==> src/rtl/jump_charge_ctrl_pkg.sv <==
// Shared state encoding and widths for the jump charge controller.
package jump_charge_ctrl_pkg;

   localparam int JUMP_DIST_W = 8;

   typedef enum logic [2:0] {
      ST_IDLE     = 3'd0,
      ST_CHARGE   = 3'd1,
      ST_HOLD     = 3'd2,
      ST_COOLDOWN = 3'd3,
      ST_LOCKED   = 3'd4
   } state_t;

endpackage

==> src/rtl/jump_charge_ctrl_btn_debounce.sv <==
// Two-flop synchroniser plus stability counter; level follows raw after
// DEBOUNCE_CYC consecutive differing synced samples (about DEBOUNCE_CYC+2 cycles).
module btn_debounce #(
   parameter int DEBOUNCE_CYC = 500000
) (
   input  logic clk,
   input  logic restart,
   input  logic raw,
   output logic level
);

   localparam int CNT_W = (DEBOUNCE_CYC > 1) ? $clog2(DEBOUNCE_CYC) : 1;

   logic             sync_a;
   logic             sync_b;
   logic [CNT_W-1:0] stable_cnt;

   always_ff @(posedge clk) begin
      if (restart) begin
         sync_a     <= 1'b0;
         sync_b     <= 1'b0;
         stable_cnt <= '0;
         level      <= 1'b0;
      end else begin
         sync_a <= raw;
         sync_b <= sync_a;
         // Counter only runs while the synced input disagrees with the current level.
         if (sync_b != level) begin
            if (stable_cnt == CNT_W'(DEBOUNCE_CYC - 1)) begin
               level      <= sync_b;
               stable_cnt <= '0;
            end else begin
               stable_cnt <= stable_cnt + CNT_W'(1);
            end
         end else begin
            stable_cnt <= '0;
         end
      end
   end

endmodule

==> src/rtl/jump_charge_ctrl.sv <==
// Game tick generator and button-driven jump charge FSM; all outputs registered,
// FSM outputs change on entry to the tick-high cycle.
module jump_charge_ctrl
   import jump_charge_ctrl_pkg::*;
#(
   parameter int TICK_DIV       = 2000000,
   parameter int DEBOUNCE_CYC   = 500000,
   parameter int CHARGE_STEP    = 2,
   parameter int CHARGE_MAX     = 200,
   parameter int COOLDOWN_TICKS = 20
) (
   input  logic                   clk,
   input  logic                   restart,
   input  logic                   btn,
   input  logic                   dead,
   output logic                   tick,
   output logic [JUMP_DIST_W-1:0] jump_dist,
   output logic                   charging,
   output logic                   released
);

   localparam int TICK_W = (TICK_DIV > 1) ? $clog2(TICK_DIV) : 1;
   localparam int CD_W   = (COOLDOWN_TICKS > 0) ? $clog2(COOLDOWN_TICKS + 1) : 1;
   localparam int SUM_W  = JUMP_DIST_W + 1;

   logic [TICK_W-1:0]      tick_cnt;
   logic                   tick_adv;
   logic                   level;
   state_t                 state;
   state_t                 state_nxt;
   logic [JUMP_DIST_W-1:0] jd_nxt;
   logic [CD_W-1:0]        cd_cnt;
   logic [CD_W-1:0]        cd_nxt;
   logic                   rel_nxt;
   logic [SUM_W-1:0]       sum;

   btn_debounce #(
      .DEBOUNCE_CYC (DEBOUNCE_CYC)
   ) u_debounce (
      .clk     (clk),
      .restart (restart),
      .raw     (btn),
      .level   (level)
   );

   // tick_adv marks the edge that makes tick_cnt reach TICK_DIV-1, so the
   // registered tick and the FSM update land in the same cycle.
   assign tick_adv = (tick_cnt == TICK_W'(TICK_DIV - 2));

   always_ff @(posedge clk) begin
      if (restart) begin
         tick_cnt <= '0;
         tick     <= 1'b0;
      end else begin
         tick <= tick_adv;
         if (tick_cnt == TICK_W'(TICK_DIV - 1)) begin
            tick_cnt <= '0;
         end else begin
            tick_cnt <= tick_cnt + TICK_W'(1);
         end
      end
   end

   always_comb begin
      state_nxt = state;
      jd_nxt    = jump_dist;
      cd_nxt    = cd_cnt;
      rel_nxt   = 1'b0;
      sum       = {1'b0, jump_dist} + SUM_W'(CHARGE_STEP);
      if (tick_adv) begin
         if (dead) begin
            state_nxt = ST_LOCKED;
            jd_nxt    = '0;
         end else begin
            case (state)
               ST_IDLE: begin
                  if (level) begin
                     state_nxt = ST_CHARGE;
                     jd_nxt    = JUMP_DIST_W'(CHARGE_STEP);
                  end
               end
               ST_CHARGE: begin
                  if (level) begin
                     if (sum > SUM_W'(CHARGE_MAX)) begin
                        jd_nxt = JUMP_DIST_W'(CHARGE_MAX);
                     end else begin
                        jd_nxt = sum[JUMP_DIST_W-1:0];
                     end
                  end else begin
                     state_nxt = ST_HOLD;
                     rel_nxt   = 1'b1;
                  end
               end
               ST_HOLD: begin
                  state_nxt = ST_COOLDOWN;
                  jd_nxt    = '0;
                  cd_nxt    = CD_W'(COOLDOWN_TICKS);
               end
               ST_COOLDOWN: begin
                  // A held button parks us here at zero; only a release re-arms IDLE.
                  if (cd_cnt != '0) begin
                     cd_nxt = cd_cnt - CD_W'(1);
                  end else if (!level) begin
                     state_nxt = ST_IDLE;
                  end
               end
               ST_LOCKED: begin
                  state_nxt = ST_LOCKED;
               end
               default: begin
                  state_nxt = ST_IDLE;
                  jd_nxt    = '0;
               end
            endcase
         end
      end
   end

   always_ff @(posedge clk) begin
      if (restart) begin
         state     <= ST_IDLE;
         jump_dist <= '0;
         cd_cnt    <= '0;
         charging  <= 1'b0;
         released  <= 1'b0;
      end else begin
         state     <= state_nxt;
         jump_dist <= jd_nxt;
         cd_cnt    <= cd_nxt;
         charging  <= (state_nxt == ST_CHARGE);
         released  <= rel_nxt;
      end
   end

endmodule

==> config.mk <==
export PLATFORM = sky130hd
export DESIGN_NAME = jump_charge_ctrl
export DESIGN_NICKNAME = d
export VERILOG_FILES = /design/src/rtl/jump_charge_ctrl_pkg.sv /design/src/rtl/jump_charge_ctrl_btn_debounce.sv /design/src/rtl/jump_charge_ctrl.sv
export SDC_FILE = /design/constraint.sdc
export NUM_CORES = 1
export LEC_CHECK = 0
export BUFFER_PORTS_ARGS = -buffer_cell sky130_fd_sc_hd__buf_2
export CORE_MARGIN = 4
export CORE_UTILIZATION = 60
export CTS_CLUSTER_SIZE = 10
export DETAILED_ROUTE_END_ITERATION = 10
export PLACE_DENSITY = 0.86
export SKIP_LAST_GASP = 1
export SLEW_MARGIN = 25
export SYNTH_ARGS = -nofsm -noshare
export SYNTH_HDL_FRONTEND = slang
export SYNTH_HIERARCHICAL = 1
export SYNTH_SLANG_ARGS = --single-unit
==> constraint.sdc <==
create_clock -name clk -period 3.6 [get_ports clk]
set_clock_uncertainty 0.2 [all_clocks]
set_input_delay 0.18 -clock clk [delete_from_list [all_inputs] [get_ports clk]]
set_output_delay 0.18 -clock clk [all_outputs]
set_load 0.01 [all_outputs]
Word level (Yosys, flattened, before mapping) --
Cells that the tools add are included.
Word-level totals: register bits 62, output and inout bits 11, logic and storage cells 58
Cells by class: add/sub/neg operators 4, magnitude comparators 1, equality and inequality tests 13, mux-type cells 15, bitwise operators 4, reductions and logical operators 10
Operator list (number):
- 21-bit == test (second input constant) | 2
- 8-bit 2-to-1 mux | 4
- 8-bit case mux with 3 select lines | 1
- 21-bit by 1-bit adder with 21-bit output (second input constant) | 1
- 19-bit by 1-bit adder with 19-bit output (second input constant) | 1
- 19-bit == test (second input constant) | 1
- 3-bit 2-to-1 mux | 6
- 3-bit case mux with 5 select lines | 1
- 5-bit case mux with 2 select lines | 1
- 8-bit by 2-bit adder with 9-bit output (second input constant) | 1
- 9-bit by 8-bit > comparator with 1-bit output (second input constant) | 1
- 4-bit AND reduction | 2
- 3-bit by 1-bit == test with 1-bit output (second input constant) | 2
- 3-bit by 2-bit == test with 1-bit output (second input constant) | 2
- 3-bit by 2-bit != test with 1-bit output (second input constant) | 2
- 5-bit 2-to-1 mux | 1
- 5-bit nonzero test | 1
- 5-bit by 1-bit subtractor with 5-bit output (second input constant) | 1
- 1-bit inverter | 4
- 2-bit OR reduction | 2
- 4-bit OR reduction | 1
- 3-bit == test (second input constant) | 1
- 3-bit logical NOT | 1
- 3-bit OR reduction | 1
- 6 further kinds | 6

Longest topological paths before layout --
depth after elaboration 6, depth in mapped cells 8, depth with buffers taken out 8

Hierarchy --
The synthesis kept the hierarchy.
By module, submodules not included:
- jump_charge_ctrl | instances 1, cells an instance 249, area each 2062.0 um2, seq. area each 780.7 um2
- btn_debounce | instances 1, cells an instance 109, area each 984.7 um2, seq. area each 440.4 um2

Worst setup path before layout --
Ideal clock, no wire load.
kind register to register, from register jump_dist[2], to register jump_dist[1], arrival 1901 ps, setup slack 1393 ps, stages on the path, launching flop included 8, buffers on the path 0, clock period less this slack 2207 ps, cells stage by stage dfxtp_1 -> ha_1 -> a21boi_0 -> a21oi_1 -> o22ai_1 -> a31oi_1 -> or4_1 -> o311ai_0
Between the ends: cells in the longest elaborated chain, start to end 6
Ends and longest elaborated chain:
- start: declaration | RTL line jump_charge_ctrl.sv:17 | output logic [JUMP_DIST_W-1:0] jump_dist,
- start signal: assignment | RTL line jump_charge_ctrl.sv:128 | jump_dist <= jd_nxt;
- 8-bit by 2-bit adder with 9-bit output | RTL line jump_charge_ctrl.sv:69 | sum = {1'b0, jump_dist} + SUM_W'(CHARGE_STEP);
- 9-bit by 8-bit > comparator with 1-bit output | RTL line jump_charge_ctrl.sv:84 | if (sum > SUM_W'(CHARGE_MAX)) begin
- 8-bit 2-to-1 mux | RTL line jump_charge_ctrl.sv:84
- 8-bit 2-to-1 mux | RTL line jump_charge_ctrl.sv:83 | if (level) begin
- 8-bit case mux with 3 select lines | RTL line jump_charge_ctrl.sv:75 | case (state)
- 8-bit 2-to-1 mux | RTL line jump_charge_ctrl.sv:71 | if (dead) begin
Every way passes these cells. The select of a mux whose other input is x is not followed. A chain may end at the register's enable or synchronous reset.

Worst setup path after layout --
Ends and elaborated chain as after synthesis.

==> out/results.env <==
HOLD_VIOL_FINAL=0
SYNTH_SEQUENTIAL_AREA_RATIO_PCT=40.1
PRECTSSETUPSLACK_PS=1260
FP.COREAREA_UM2=4820
CLOCK_TREE.ROOT_CELL='sky130_fd_sc_hd__clkbuf_8'
FINAL.SETUP.TNS_PS=0
CP_DATA_REQUIRED_TIME_PS=3630
CTS_TREE='done'
TIMING.FINAL.WS_SETUP_PS=1220
TIMING.MAX_SLEW.REL_SLACK_PCT=48.6
CP_MAX_FO=8
ROUTABILITYCONGESTION=0.881
FULL_DIE_AREA_UM2=6280
AVGSYNTHCELLAREA_UM2=8.51
SYN_INST=358
DIE_X_UM=79.3
CLKTRANSATPATHREGS_PS=70
AREAGROWTHSYNTHTOFINISH_PCT=11.2
LAYOUT.NETS=384
TOTAL_NUMBER_OF_PLACEMENT_ROWS=25
POST_DRT_WL_PER_CELL_UM=13.5
VIA_COUNT_OF_THE_FIRST_GLOBAL_ROUTING_PASS=2395
GLOBALROUTEOVERFLOWTOTAL=0
MAX_CLOCK_BUF_DEPTH=2
SETUP-VIOLATIONS-FINAL=0
GRT_FIRST_PASS_WIRELENGTH_MM=10.3
FINAL_LAYOUT_SIZE_SUFFIX_GT1_SHARE_PCT=11.6
SYN-NUM-NETS=368
POST-ROUTE-PERIOD-UTIL_PCT=66.0
CTS_SETUP_BUFFERS=0
CRITICAL_PATH_ARRIVAL_PS=2410
FINAL_CELL_MIX='sky130_fd_sc_hd__nor2_1 (61), sky130_fd_sc_hd__dfxtp_1 (61), sky130_fd_sc_hd__nand3_1 (23)'
GLOBAL_ROUTE.USAGE.TOTAL_PCT=20.5
CTS-HTREE-LEVELS=3
TIMING.FINAL.MAX_SLEW_VIOLATIONS=0
NUMBER_OF_NETS_WITH_ANTENNA_VIOLATIONS_AFTER_ROUTING=0
END_KIND='register'
WORST-SLEW-PIN-TRANSITION_PS=761
STARTPOINT_TYPE='register'
FIN_UTIL_PCT=70.3
ANTENNA_FIX_CELLS=0
LEAKAGE_uW=0.00116
RUN_STATUS='completed'
CTS.SINK_COUNT=61
DRT-PASS1-ITER-COUNT=4
SETUP_REPAIR_AFTER_GLOBAL_ROUTING_MISSED_ITS_MARGIN='no'
TIMING.SETUP.CRITICAL_PATH_CLASS='reg -> reg'
DRC_MARKER_COUNT_FROM_THE_FIRST_DETAILED_ROUTE_ITERATION=161
YOSYS_REGISTER_BITS=61
PORTBUFFERS=13
CLOCK_INSERTION_DELAY_WORST_SKEW_PS=340
POWER_PER_CELL_AREA_nW_PER_UM2=410
CTS-BUFFERS-INSERTED=9
IOPINCOUNT=15
TOTALWIRELENGTH_MM=6.01
SYNTH_WARNINGS=6
POST-ROUTE-DRC-COUNT=0
SYNTH_FLOP_CELL='sky130_fd_sc_hd__dfxtp_1'
INITIAL_ANTENNA_VIOLATION_COUNT=0
FIN_HOLD_WS_PS=82.1
FINALCRITICALPERIOD_PS=2380
MAXIMUM_NUMBER_OF_PINS_ON_ONE_NET_BEFORE_GLOBAL_ROUTE_REPAIR=27
VIA_COUNT=2593
CLOCK.FMAX_MHz=421
SYNTH_CELL_TYPES=57
SHARE_OF_FLIP_FLOPS_WITH_AN_ASYNCHRONOUS_SET_OR_RESET_AFTER_SYNTHESIS_PCT=0
DRV.MAX_CAP_VIOLATION_COUNT=0
DP_HPWL_MM=4.10
DIE_HEIGHT_UM=79.3
ROUTE.DETAILED.VIAS_PER_INST=5.81
WORST_VDD_DROP_uV=338
SYNTH_ENABLE_FLOP_CELLS=0
MAPPEDNETLISTAREA_UM2=3050
START_UTIL_PCT=63.2
HOLD_PATH_CLASS='in -> reg'
==> Yosys cell counts, drive strengths merged (3+ instances only) <==
library cell | n | share of area, %
a21oi | 19 | 3.1
and2 | 4 | 0.82
and3 | 5 | 1.0
and4b | 3 | 0.99
buf | 3 | 0.58
clkbuf | 6 | 0.74
dfxtp | 61 | 40
ha | 6 | 2.5
inv | 13 | 1.6
mux2i | 3 | 0.99
nand2 | 22 | 2.7
nand2b | 5 | 1.0
nand3 | 24 | 4.1
nand4 | 10 | 2.5
nand4bb | 3 | 1.1
nor2 | 61 | 7.5
nor2b | 6 | 1.2
nor3 | 11 | 2.0
nor4 | 8 | 2.6
o21ai | 10 | 2.0
or2 | 4 | 0.82
or3 | 3 | 0.62
or4 | 4 | 1.1
xnor2 | 19 | 5.5
xor2 | 15 | 4.3
==> registers in the layout, indices dropped and copies added, names as in the netlist, 3 cells and up <==
name	flops
tick_cnt	21
u_debounce/stable_cnt	19
state	3
jump_dist	7
cd_cnt	5
==> routing by layer <==
metal | routed length, µm | global-route usage [%] | share of wire (%) | vias up
li1 | - | - | - | 1303
met1 | 2870 | 25.1 | 48 | 1216
met2 | 2860 | 33.5 | 48 | 65
met3 | 193 | 3.74 | 3.2 | 9
met4 | 89 | 11.9 | 1.5 | 0
met5 | 0 | 0 | 0 | -
==> path summary, 6_finish.rpt <==
check                                from                      endpoint  slack [ps]  cells past startpoint
min                               restart        cd_cnt[1]$_SDFFE_PP0P_          80                      2
max             jump_dist[2]$_SDFFE_PP0P_     jump_dist[1]$_SDFFE_PP0P_        1220                      7
min reg2reg  u_debounce/sync_a$_SDFF_PP0_  u_debounce/sync_b$_SDFF_PP0_         240                      1
max reg2reg     jump_dist[2]$_SDFFE_PP0P_     jump_dist[1]$_SDFFE_PP0P_        1220                      7
==> repair_timing <==
item	in CTS	in global routing
hold buffers	1	0
hold endpoints to repair	1	0
gates resized for setup	0	0
==> kinds of logic after synthesis <==
logic type | after synthesis | synth area share [%]
AND/OR/NAND/NOR | 183 | 33.1
flip-flops | 61 | 40.1
AO/OA/AOI/OAI | 48 | 10.5
XOR/XNOR | 34 | 9.77
buffers and inverters | 22 | 2.92
adder cells (fa/ha/maj) | 6 | 2.46
multiplexers | 3 | 0.986
other | 1 | 0.123
==> metrics by stage <==
stage / power [µW] / area [µm²] / cells
3_5_place_dp: 725 / 3160 / 429
4_1_cts: 1400 / 3390 / 446
3_3_place_gp: 724 / 3160 / 429
5_1_grt: 1430 / 3390 / 446
2_1_floorplan: 718 / 3050 / 358
6_report: 1390 / 3390 / 446
==> critical path: stages (launching register included) <==
cell and delay, ps:
sky130_fd_sc_hd__dfxtp_1 440, sky130_fd_sc_hd__ha_1 350, sky130_fd_sc_hd__a21boi_0 290, sky130_fd_sc_hd__a21oi_1 110, sky130_fd_sc_hd__o22ai_1 200, sky130_fd_sc_hd__a31oi_1 130, sky130_fd_sc_hd__or4_1 470, sky130_fd_sc_hd__o311ai_0 100
==> report_power, final <==
part           internal [µW]  switching [µW]  leakage [µW]  total [µW]
logic                   8.79            18.5      0.000559        27.3
registers                679            4.13      0.000492         683
clock network            393             285      0.000110         678
==> layout make-up <==
type                            instances  area [µm²]
Inverter                               13        48.8
Clock inverter                          7        98.8
Tap cell                               67        83.8
Timing Repair Buffer                   14        75.1
Fill cell                             375        1430
Multi-Input combinational cell        275        1740
Sequential cell                        61        1220
Clock buffer                            9         124
Note: power is estimated with default switching activity, not from simulation.
